$ cat src/rtl/ultrasonic_scheduler_if.sv
// Result handshake carrying one ranging measurement from the scheduler to its consumer.
interface ultrasonic_scheduler_if #(
  parameter int RANGE_WIDTH = 24,
  parameter int ID_W        = 2
);
  logic                   range_valid;
  logic                   range_ready;
  logic [RANGE_WIDTH-1:0] range_data;
  logic [ID_W-1:0]        range_id;
  logic                   range_timeout;

  modport master (
    output range_valid,
    output range_data,
    output range_id,
    output range_timeout,
    input  range_ready
  );

  modport slave (
    input  range_valid,
    input  range_data,
    input  range_id,
    input  range_timeout,
    output range_ready
  );
endinterface

$ cat src/rtl/ultrasonic_scheduler.sv
// Round-robin ultrasonic ping scheduler: triggers one sensor at a time, times its echo
// with a shared counter and hands each result out over a valid/ready handshake.
module ultrasonic_scheduler #(
  parameter int N_SENSORS      = 4,
  parameter int RANGE_WIDTH    = 24,
  parameter int TRIG_CYCLES    = 500,
  parameter int TIMEOUT_CYCLES = 1500000,
  parameter int GAP_CYCLES     = 3000000,
  parameter int ID_W           = (N_SENSORS > 1) ? $clog2(N_SENSORS) : 1
) (
  input  logic                   clk,
  input  logic                   rst,
  input  logic                   enable,
  input  logic [N_SENSORS-1:0]   echo,
  output logic [N_SENSORS-1:0]   trigger,
  output logic                   busy,
  ultrasonic_scheduler_if.master res
);

  localparam logic [2:0] S_IDLE      = 3'd0;
  localparam logic [2:0] S_TRIG      = 3'd1;
  localparam logic [2:0] S_WAIT_RISE = 3'd2;
  localparam logic [2:0] S_MEASURE   = 3'd3;
  localparam logic [2:0] S_REPORT    = 3'd4;
  localparam logic [2:0] S_GAP       = 3'd5;

  localparam int TRIG_W = $clog2(TRIG_CYCLES + 1);
  localparam int TMO_W  = $clog2(TIMEOUT_CYCLES + 1);
  localparam int GAP_W  = $clog2(GAP_CYCLES + 1);

  localparam logic [TRIG_W-1:0] TRIG_LAST = TRIG_W'(TRIG_CYCLES - 1);
  localparam logic [TMO_W-1:0]  TMO_LAST  = TMO_W'(TIMEOUT_CYCLES - 1);
  localparam logic [GAP_W-1:0]  GAP_LAST  = GAP_W'(GAP_CYCLES - 1);
  localparam logic [ID_W-1:0]   CH_LAST   = ID_W'(N_SENSORS - 1);

  logic [2:0]             state;
  logic [ID_W-1:0]        ch;
  logic [ID_W-1:0]        ch_next;
  logic [TRIG_W-1:0]      trig_cnt;
  logic [TMO_W-1:0]       tmo_cnt;
  logic [GAP_W-1:0]       gap_cnt;
  logic [RANGE_WIDTH-1:0] width_cnt;

  logic [N_SENSORS-1:0]   echo_p0;
  logic [N_SENSORS-1:0]   echo_p1;
  logic [N_SENSORS-1:0]   echo_p2;
  logic                   echo_sel;
  logic                   echo_rise;

  logic [N_SENSORS-1:0]   trigger_q;
  logic                   valid_q;
  logic [RANGE_WIDTH-1:0] data_q;
  logic [ID_W-1:0]        id_q;
  logic                   timeout_q;

  function automatic logic [RANGE_WIDTH-1:0] sat_inc(input logic [RANGE_WIDTH-1:0] v);
    if (&v) sat_inc = v;
    else    sat_inc = v + RANGE_WIDTH'(1);
  endfunction

  function automatic logic [N_SENSORS-1:0] onehot(input logic [ID_W-1:0] c);
    onehot    = '0;
    onehot[c] = 1'b1;
  endfunction

  // Only the selected channel is ever looked at; p2 is the previous settled sample.
  assign echo_sel  = echo_p1[ch];
  assign echo_rise = echo_p1[ch] & ~echo_p2[ch];
  assign ch_next   = (ch == CH_LAST) ? '0 : ch + ID_W'(1);

  always_ff @(posedge clk) begin
    if (rst) begin
      state     <= S_IDLE;
      ch        <= '0;
      trig_cnt  <= '0;
      tmo_cnt   <= '0;
      gap_cnt   <= '0;
      width_cnt <= '0;
      echo_p0   <= '0;
      echo_p1   <= '0;
      echo_p2   <= '0;
      trigger_q <= '0;
      valid_q   <= 1'b0;
      data_q    <= '0;
      id_q      <= '0;
      timeout_q <= 1'b0;
    end else begin
      // stage p0/p1: two-flop synchronizer, stage p2: edge history
      echo_p0 <= echo;
      echo_p1 <= echo_p0;
      echo_p2 <= echo_p1;

      case (state)
        S_IDLE: begin
          if (enable) begin
            state     <= S_TRIG;
            trig_cnt  <= '0;
            trigger_q <= onehot(ch);
          end
        end

        S_TRIG: begin
          if (trig_cnt == TRIG_LAST) begin
            state     <= S_WAIT_RISE;
            trigger_q <= '0;
            tmo_cnt   <= '0;
          end else begin
            trig_cnt <= trig_cnt + TRIG_W'(1);
          end
        end

        S_WAIT_RISE: begin
          if (tmo_cnt == TMO_LAST) begin
            state     <= S_REPORT;
            valid_q   <= 1'b1;
            data_q    <= '1;
            id_q      <= ch;
            timeout_q <= 1'b1;
          end else begin
            tmo_cnt <= tmo_cnt + TMO_W'(1);
            if (echo_rise) begin
              state     <= S_MEASURE;
              width_cnt <= RANGE_WIDTH'(1);
            end
          end
        end

        S_MEASURE: begin
          // A fall on the final timeout cycle still counts as a real measurement.
          if (!echo_sel) begin
            state     <= S_REPORT;
            valid_q   <= 1'b1;
            data_q    <= width_cnt;
            id_q      <= ch;
            timeout_q <= 1'b0;
          end else if (tmo_cnt == TMO_LAST) begin
            state     <= S_REPORT;
            valid_q   <= 1'b1;
            data_q    <= '1;
            id_q      <= ch;
            timeout_q <= 1'b1;
          end else begin
            tmo_cnt   <= tmo_cnt + TMO_W'(1);
            width_cnt <= sat_inc(width_cnt);
          end
        end

        S_REPORT: begin
          if (valid_q && res.range_ready) begin
            state   <= S_GAP;
            valid_q <= 1'b0;
            gap_cnt <= '0;
          end
        end

        S_GAP: begin
          if (gap_cnt == GAP_LAST) begin
            ch <= ch_next;
            if (enable) begin
              state     <= S_TRIG;
              trig_cnt  <= '0;
              trigger_q <= onehot(ch_next);
            end else begin
              state <= S_IDLE;
            end
          end else begin
            gap_cnt <= gap_cnt + GAP_W'(1);
          end
        end

        default: state <= S_IDLE;
      endcase
    end
  end

  assign trigger           = trigger_q;
  assign busy              = (state != S_IDLE);
  assign res.range_valid   = valid_q;
  assign res.range_data    = data_q;
  assign res.range_id      = id_q;
  assign res.range_timeout = timeout_q;

endmodule

$ cat src/flat_wrapper.sv
// flat-port wrapper written by rule: the top's interface ports become plain ports
module ultrasonic_scheduler_flat 
#(
  parameter int N_SENSORS      = 4,
  parameter int RANGE_WIDTH    = 24,
  parameter int TRIG_CYCLES    = 500,
  parameter int TIMEOUT_CYCLES = 1500000,
  parameter int GAP_CYCLES     = 3000000,
  parameter int ID_W           = (N_SENSORS > 1) ? $clog2(N_SENSORS) : 1
)
  (clk, rst, enable, echo, trigger, busy, res_range_valid, res_range_data, res_range_id, res_range_timeout, res_range_ready);
  ultrasonic_scheduler_if #(.RANGE_WIDTH(RANGE_WIDTH), .ID_W(ID_W)) res_i ();
  input  logic clk;
  input  logic rst;
  input  logic enable;
  input  logic [N_SENSORS-1:0] echo;
  output logic [N_SENSORS-1:0] trigger;
  output logic busy;
  output wire logic [$bits(res_i.range_valid)-1:0] res_range_valid;
  output wire logic [$bits(res_i.range_data)-1:0] res_range_data;
  output wire logic [$bits(res_i.range_id)-1:0] res_range_id;
  output wire logic [$bits(res_i.range_timeout)-1:0] res_range_timeout;
  input wire logic [$bits(res_i.range_ready)-1:0] res_range_ready;
  assign res_range_valid = res_i.range_valid;
  assign res_range_data = res_i.range_data;
  assign res_range_id = res_i.range_id;
  assign res_range_timeout = res_i.range_timeout;
  assign res_i.range_ready = res_range_ready;
  ultrasonic_scheduler #(.N_SENSORS(N_SENSORS), .RANGE_WIDTH(RANGE_WIDTH), .TRIG_CYCLES(TRIG_CYCLES), .TIMEOUT_CYCLES(TIMEOUT_CYCLES), .GAP_CYCLES(GAP_CYCLES), .ID_W(ID_W)) u_core (.clk(clk), .rst(rst), .enable(enable), .echo(echo), .trigger(trigger), .busy(busy), .res(res_i));
endmodule
$ cat config.mk
export PLATFORM = sky130hd
export DESIGN_NAME = ultrasonic_scheduler_flat
export DESIGN_NICKNAME = d
export VERILOG_FILES = /design/src/rtl/ultrasonic_scheduler_if.sv /design/src/rtl/ultrasonic_scheduler.sv /design/src/flat_wrapper.sv
export SDC_FILE = /design/constraint.sdc
export NUM_CORES = 1
export LEC_CHECK = 0
export BUFFER_PORTS_ARGS = -buffer_cell sky130_fd_sc_hd__buf_2
export CELL_PAD_IN_SITES_DETAIL_PLACEMENT = 1
export CELL_PAD_IN_SITES_GLOBAL_PLACEMENT = 1
export CORE_MARGIN = 3
export CORE_UTILIZATION = 42
export CTS_CLUSTER_DIAMETER = 150
export CTS_CLUSTER_SIZE = 25
export DETAILED_ROUTE_END_ITERATION = 8
export PLACE_DENSITY_LB_ADDON = 0.3
export SYNTH_ARGS = -nofsm -noshare
export SYNTH_HDL_FRONTEND = slang
export SYNTH_SLANG_ARGS = --single-unit
$ cat constraint.sdc
create_clock -name clk -period 2.2 [get_ports clk]
set_input_delay 0.11 -clock clk [delete_from_list [all_inputs] [get_ports clk]]
set_output_delay 0.11 -clock clk [all_outputs]
set_load 0.02 [all_outputs]
# == Word level (Yosys, flattened, before mapping) ==
# Index checks and enable logic that the tools add are counted.
# word_totals
regBits,125
in_bits,8
out_inout_bits,33
wordCells,121
# op_classes
n_addsub,5
n_lt_le_gt_ge,4
n_eq_ne,23
mux,54
n_bitwise,2
reduce_logical,19
# op_table
operator,count
$mux 24,7
$pmux 24 s2,2
$mux 21,3
$pmux 21 s3,1
$mux 22,2
$pmux 22 s2,1
$mux 9,3
$pmux 9 s3,1
$add 24x1->24 const B,1
$mux 3,8
$reduce_and 24->1,1
$add 22x1->22 const B,1
$eq 22x22->1 const B,1
$add 21x1->21 const B,1
$eq 21x21->1 const B,1
$pmux 3 s6,1
$mux 4,4
$ne 2x2->1 const B,7
$pmux 4 s3,1
$reduce_and 6->1,2
$reduce_bool 3->1,4
$mux 1,10
$ne 2x1->1 const B,5
$add 9x1->9 const B,1
24 further kinds,38

# == Logic depth before layout (Yosys ltp) ==
# logic_depth
ltp_word,9
ltp_mapped,9
mapped_depth_nobuf,7

# == Least setup slack after synthesis ==
# Ideal clock, no wire load.
# synth_timing
path_type,register to register
from,reg u_core.ch[0]
to,reg u_core.width_cnt[6]
setup_time_ns,0.133
t_arrival_ns,1.973
required_ns,2.067
path_slack_ns,0.094
path_stages_with_launch,9
n_path_buf,2
period_less_slack_ns,2.106
cell_sequence,dfxtp_1 buf_4 mux4_2 o21ai_1 a21oi_2 and3_1 buf_2 a41oi_1 a311oi_1
# synth_via
elab_chain_len,6
word_cells_on_any_way,9
classes_between,2 x eq/ne; 4 x mux; 2 x bitwise; 1 x reduce/logical
# synth_rtl
element,line_no,rtl
from (decl),ultrasonic_scheduler.sv:37,logic [ID_W-1:0] ch;
from (signal assigned),ultrasonic_scheduler.sv:158,ch <= ch_next;
$bmux 1 s2,ultrasonic_scheduler.sv:68,assign echo_rise = echo_p1[ch] & ~echo_p2[ch];
$mux 1 (not written as such),ultrasonic_scheduler.sv:68,
$not 1->1,ultrasonic_scheduler.sv:68,
$and 1x1->1,ultrasonic_scheduler.sv:68,
$ne 2x1->1 (no source line),n/a,
$reduce_and 6->1 (no source line) (*),n/a,
to (signal assigned),ultrasonic_scheduler.sv:144,width_cnt <= sat_inc(width_cnt);
to (decl),ultrasonic_scheduler.sv:42,logic [RANGE_WIDTH-1:0] width_cnt;
# Every way passes the cells marked *; elsewhere a longest branch is shown, timed or not. The select of a mux whose other input is x is not followed.
# A chain may end at the register's enable or synchronous reset.

# == Worst setup path in the final report ==
# layout_timing
from,reg u_core.ch[0]
to,reg u_core.id_q[1] (netlist: u_core.res.range_id[1])
# layout_via
elab_chain_len,4
# layout_rtl
element,line_no,rtl
$bmux 1 s2,ultrasonic_scheduler.sv:67,assign echo_sel = echo_p1[ch];
$mux 1 (not written as such),ultrasonic_scheduler.sv:67,
$mux 2,ultrasonic_scheduler.sv:130,if (!echo_sel) begin
$pmux 2 s2,ultrasonic_scheduler.sv:93,case (state)
to (signal assigned),ultrasonic_scheduler.sv:117,id_q <= ch;
to (signal assigned),ultrasonic_scheduler.sv:134,id_q <= ch;
to (signal assigned),ultrasonic_scheduler.sv:140,id_q <= ch;
to (decl),ultrasonic_scheduler.sv:53,logic [ID_W-1:0] id_q;
# No other way between the ends. The select of a mux whose other input is x is not followed.

==> run metrics <==
crit start category=flip-flop; Worst Clk Skew=0.00956 ns; Max Cap Viol=0; sequential element share of the synthesized area=0.404; post-synthesis mux area share=0.0186; Routability Congestion=0.827; antenna cells=0; FF+latch count, synth=125; Starting Density=0.437; port bufs=40; CTS root buffer=clkbuf_16; CP Capture Type=flip-flop; critical path class=reg2reg; first drt pass iteration count=5; hpwl dp=12400 um; status=finished, final reports clean; fmax=470 MHz; Synth cell types=70; total CTS buffers=17; Post-Syn Area=0.00619 mm^2; Synth Instances=733; WL final=19400 um; nets=853; Least-Margin Pin Slew=0.507 ns; CTS tree=done; Worst Path Arrival=2.43 ns; synth top area cells=dfxtp_1 (40%), nor2_1 (7.3%), a21oi_1 (3.6%), nand4_1 (2.9%), nand3_1 (2.9%); vias in the first global route=6209; # fillers=1686; Chip Width=127 um; Bufs and invs on worst path=1; largest net degree at the start of global routing=38; Die Y=127 um; CTS clk-pin slew, worst paths=0.06 ns; H-Tree Depth=4; gr usage total=0.234; DRT iter0 DRCs=326; # rows=43; most frequent cell after synthesis=dfxtp_1; CP Launch Point=u_core.ch[0]; Post-Synth Simple-Gate Area=0.346; cell family with most CP delay=multiplexers; worst hold path startpoint=rst; Clock Sinks=125; Worst Setup Slack, final=0.0743 ns; Worst-Skew Late Latency=0.43 ns; Pins Over Slew Limit=0; Max Buffers Root-to-Sink=2; P&R area growth vs syn=26.9%; Post-Syn Nets=753; die footprint=0.0162 mm^2; main combinational cell family by area after synthesis=simple AND/OR/NAND/NOR gates; Peak VDD IR=0.000624 V; DRC=0; Slew HR=0.662; DP Worst Slack=-0.0804 ns; Vias=5999; Area after DPL=0.00691 mm^2; Mean Syn Cell Area=8.44 um^2; final core occ=0.555; Max stage delay on crit path=0.57 ns; worst reg2reg setup slack=0.07 ns; post-layout minimum cycle time=2.13 ns; I/O Pins=41; Hold Crit Class=in2reg; Leakage=2.96 nW; Synth top area share=0.404; r2r startpoint=u_core.ch[0]; final cycle utilization of the critical path=0.966; post-DR wirelength/cell=18.9 um; Max FO, Critical Path=7; Synth Area in Compound Gates=0.116; slowest CP cell=mux4_2; share of layout cells above drive strength 1=0.264; setup violators final=0; total congestion overflow=0; crit-path cells=mux4_2 -> or3_1 -> o21ai_4 -> buf_4 -> mux2i_1 -> nor2_1; EDFF count, synth=0; core region area=0.0141 mm^2; main flop type after synthesis=dfxtp_1; leading area contributor after synthesis=dfxtp_1; global-route wire length before repair=30900 um; Crit path required time=2.51 ns; Routed Antenna Nets=0; initial antenna violation count=0; synthesis warning total=0; endpoints failing hold=0; post-synthesis xor/xnor area fraction=0.0510; cell area after layout=0.00785 mm^2; PwrDens=826 mW/mm^2; Synth Area in Adders=0.0243; top cells by instance count after synthesis=dfxtp_1 (125), nor2_1 (121), a21oi_1 (45), nand2_1 (39), nand3_1 (36); mean number of vias per cell=5.85; FFs w/ async S/R, synth=0
==> final timing paths <==
path                                          endpoint  cells after the start
worst max-delay path            u_core.res.range_id[1]                      6
worst max register to register  u_core.res.range_id[1]                      6
worst min register to register       u_core.echo_p1[0]                      1
worst min-delay path                u_core.trig_cnt[2]                      2
==> per-stage QoR <==
| step | TNS [ns] | std cells | power, W | hold slack (ns) |
|---|---|---|---|---|
| floorplan | 0 | 733 | 0.00305 | 0.238 |
| global placement | 0 | 975 | 0.00339 | 0.319 |
| detailed placement | -0.266 | 975 | 0.00343 | 0.326 |
| CTS | 0 | 1011 | 0.00645 | 0.0509 |
| global route | -0.383 | 1026 | 0.00674 | 0.0813 |
| finish | 0 | 1026 | 0.00648 | 0.0622 |
==> logic make-up (layout without fill, tap and decap cells) <==
group	after synthesis	count (layout)
adders and majority gates	12	12
muxes	10	10
xor gates and xnor gates	36	36
and+or+nand+nor	382	383
AOI/OAI and AO/OA	114	114
buffers and inverters	54	166
DFF	125	125
==> repair_timing <==
action,in CTS,in global routing
gates resized for setup,7,36
setup buffers,0,13
endpoints found under the hold margin,4,0
pin swaps,3,14
gates cloned,0,2
hold buffers,4,0
setup endpoints to repair,12,82
==> final cells by class <==
class / count / area, um^2 / share of cell area
flip-flops and latches: 125 / 2520 / 0.321
repair buffers: 123 / 875 / 0.111
clock inverters: 13 / 190 / 0.0242
well taps: 180 / 225 / 0.0287
multi-input cells: 555 / 3560 / 0.454
clock buffers: 19 / 433 / 0.0551
inverters: 11 / 41.3 / 0.00526
==> sequential cells by signal, indices dropped and copies added, names as in the netlist <==
| name | count |
|---|---|
| u_core.res.range_valid | 1 |
| u_core.gap_cnt | 22 |
| u_core.state | 3 |
| u_core.echo_p1 | 4 |
| u_core.res.range_id | 2 |
| u_core.ch | 2 |
| u_core.echo_p0 | 4 |
| u_core.res.range_timeout | 1 |
| u_core.width_cnt | 24 |
| u_core.tmo_cnt | 21 |
| u_core.trig_cnt | 9 |
| u_core.trigger | 4 |
| u_core.res.range_data | 24 |
| u_core.echo_p2 | 4 |
==> worst register-to-register path, cell delays in order (launching register included) <==
cell	delay (ns)
dfxtp_2	0.41
mux4_2	0.57
or3_1	0.43
o21ai_4	0.11
buf_4	0.18
mux2i_1	0.23
nor2_1	0.07
==> routing by layer <==
| metal | part of all wire | global-route usage | vias to the layer above |
|---|---|---|---|
| met3 | 0.039 | 0.0535 | 35 |
| met1 | 0.43 | 0.290 | 2983 |
| li1 | - | - | 2845 |
| met2 | 0.51 | 0.399 | 136 |
| met5 | 0 | 0 | - |
| met4 | 0.019 | 0.0852 | 0 |
==> report_power, final <==
group | leakage, nW | total, W | internal [W] | switching [W]
Clock | 0.302 | 0.00299 | 0.00190 | 0.00109
Combinational | 1.64 | 0.00108 | 0.000411 | 0.000670
Sequential | 1.02 | 0.00241 | 0.00235 | 0.0000596
Total | 2.96 | 0.00648 | 0.00467 | 0.00182
==> layout by cell type, fill, tap and decap left out, types with 19 or more instances in the layout <==
| cell | synthesis | routed |
|---|---|---|
| nor2_1 | 121 | 121 |
| dfxtp_1 | 125 | 110 |
| buf_4 | 3 | 74 |
| a21oi_1 | 45 | 44 |
| buf_2 | 12 | 40 |
| nand2_1 | 39 | 39 |
| nand3_1 | 36 | 36 |
| nand4_1 | 29 | 29 |
| nor3_1 | 21 | 21 |
| and3_1 | 20 | 19 |
Power figures use the tool's default switching activity.
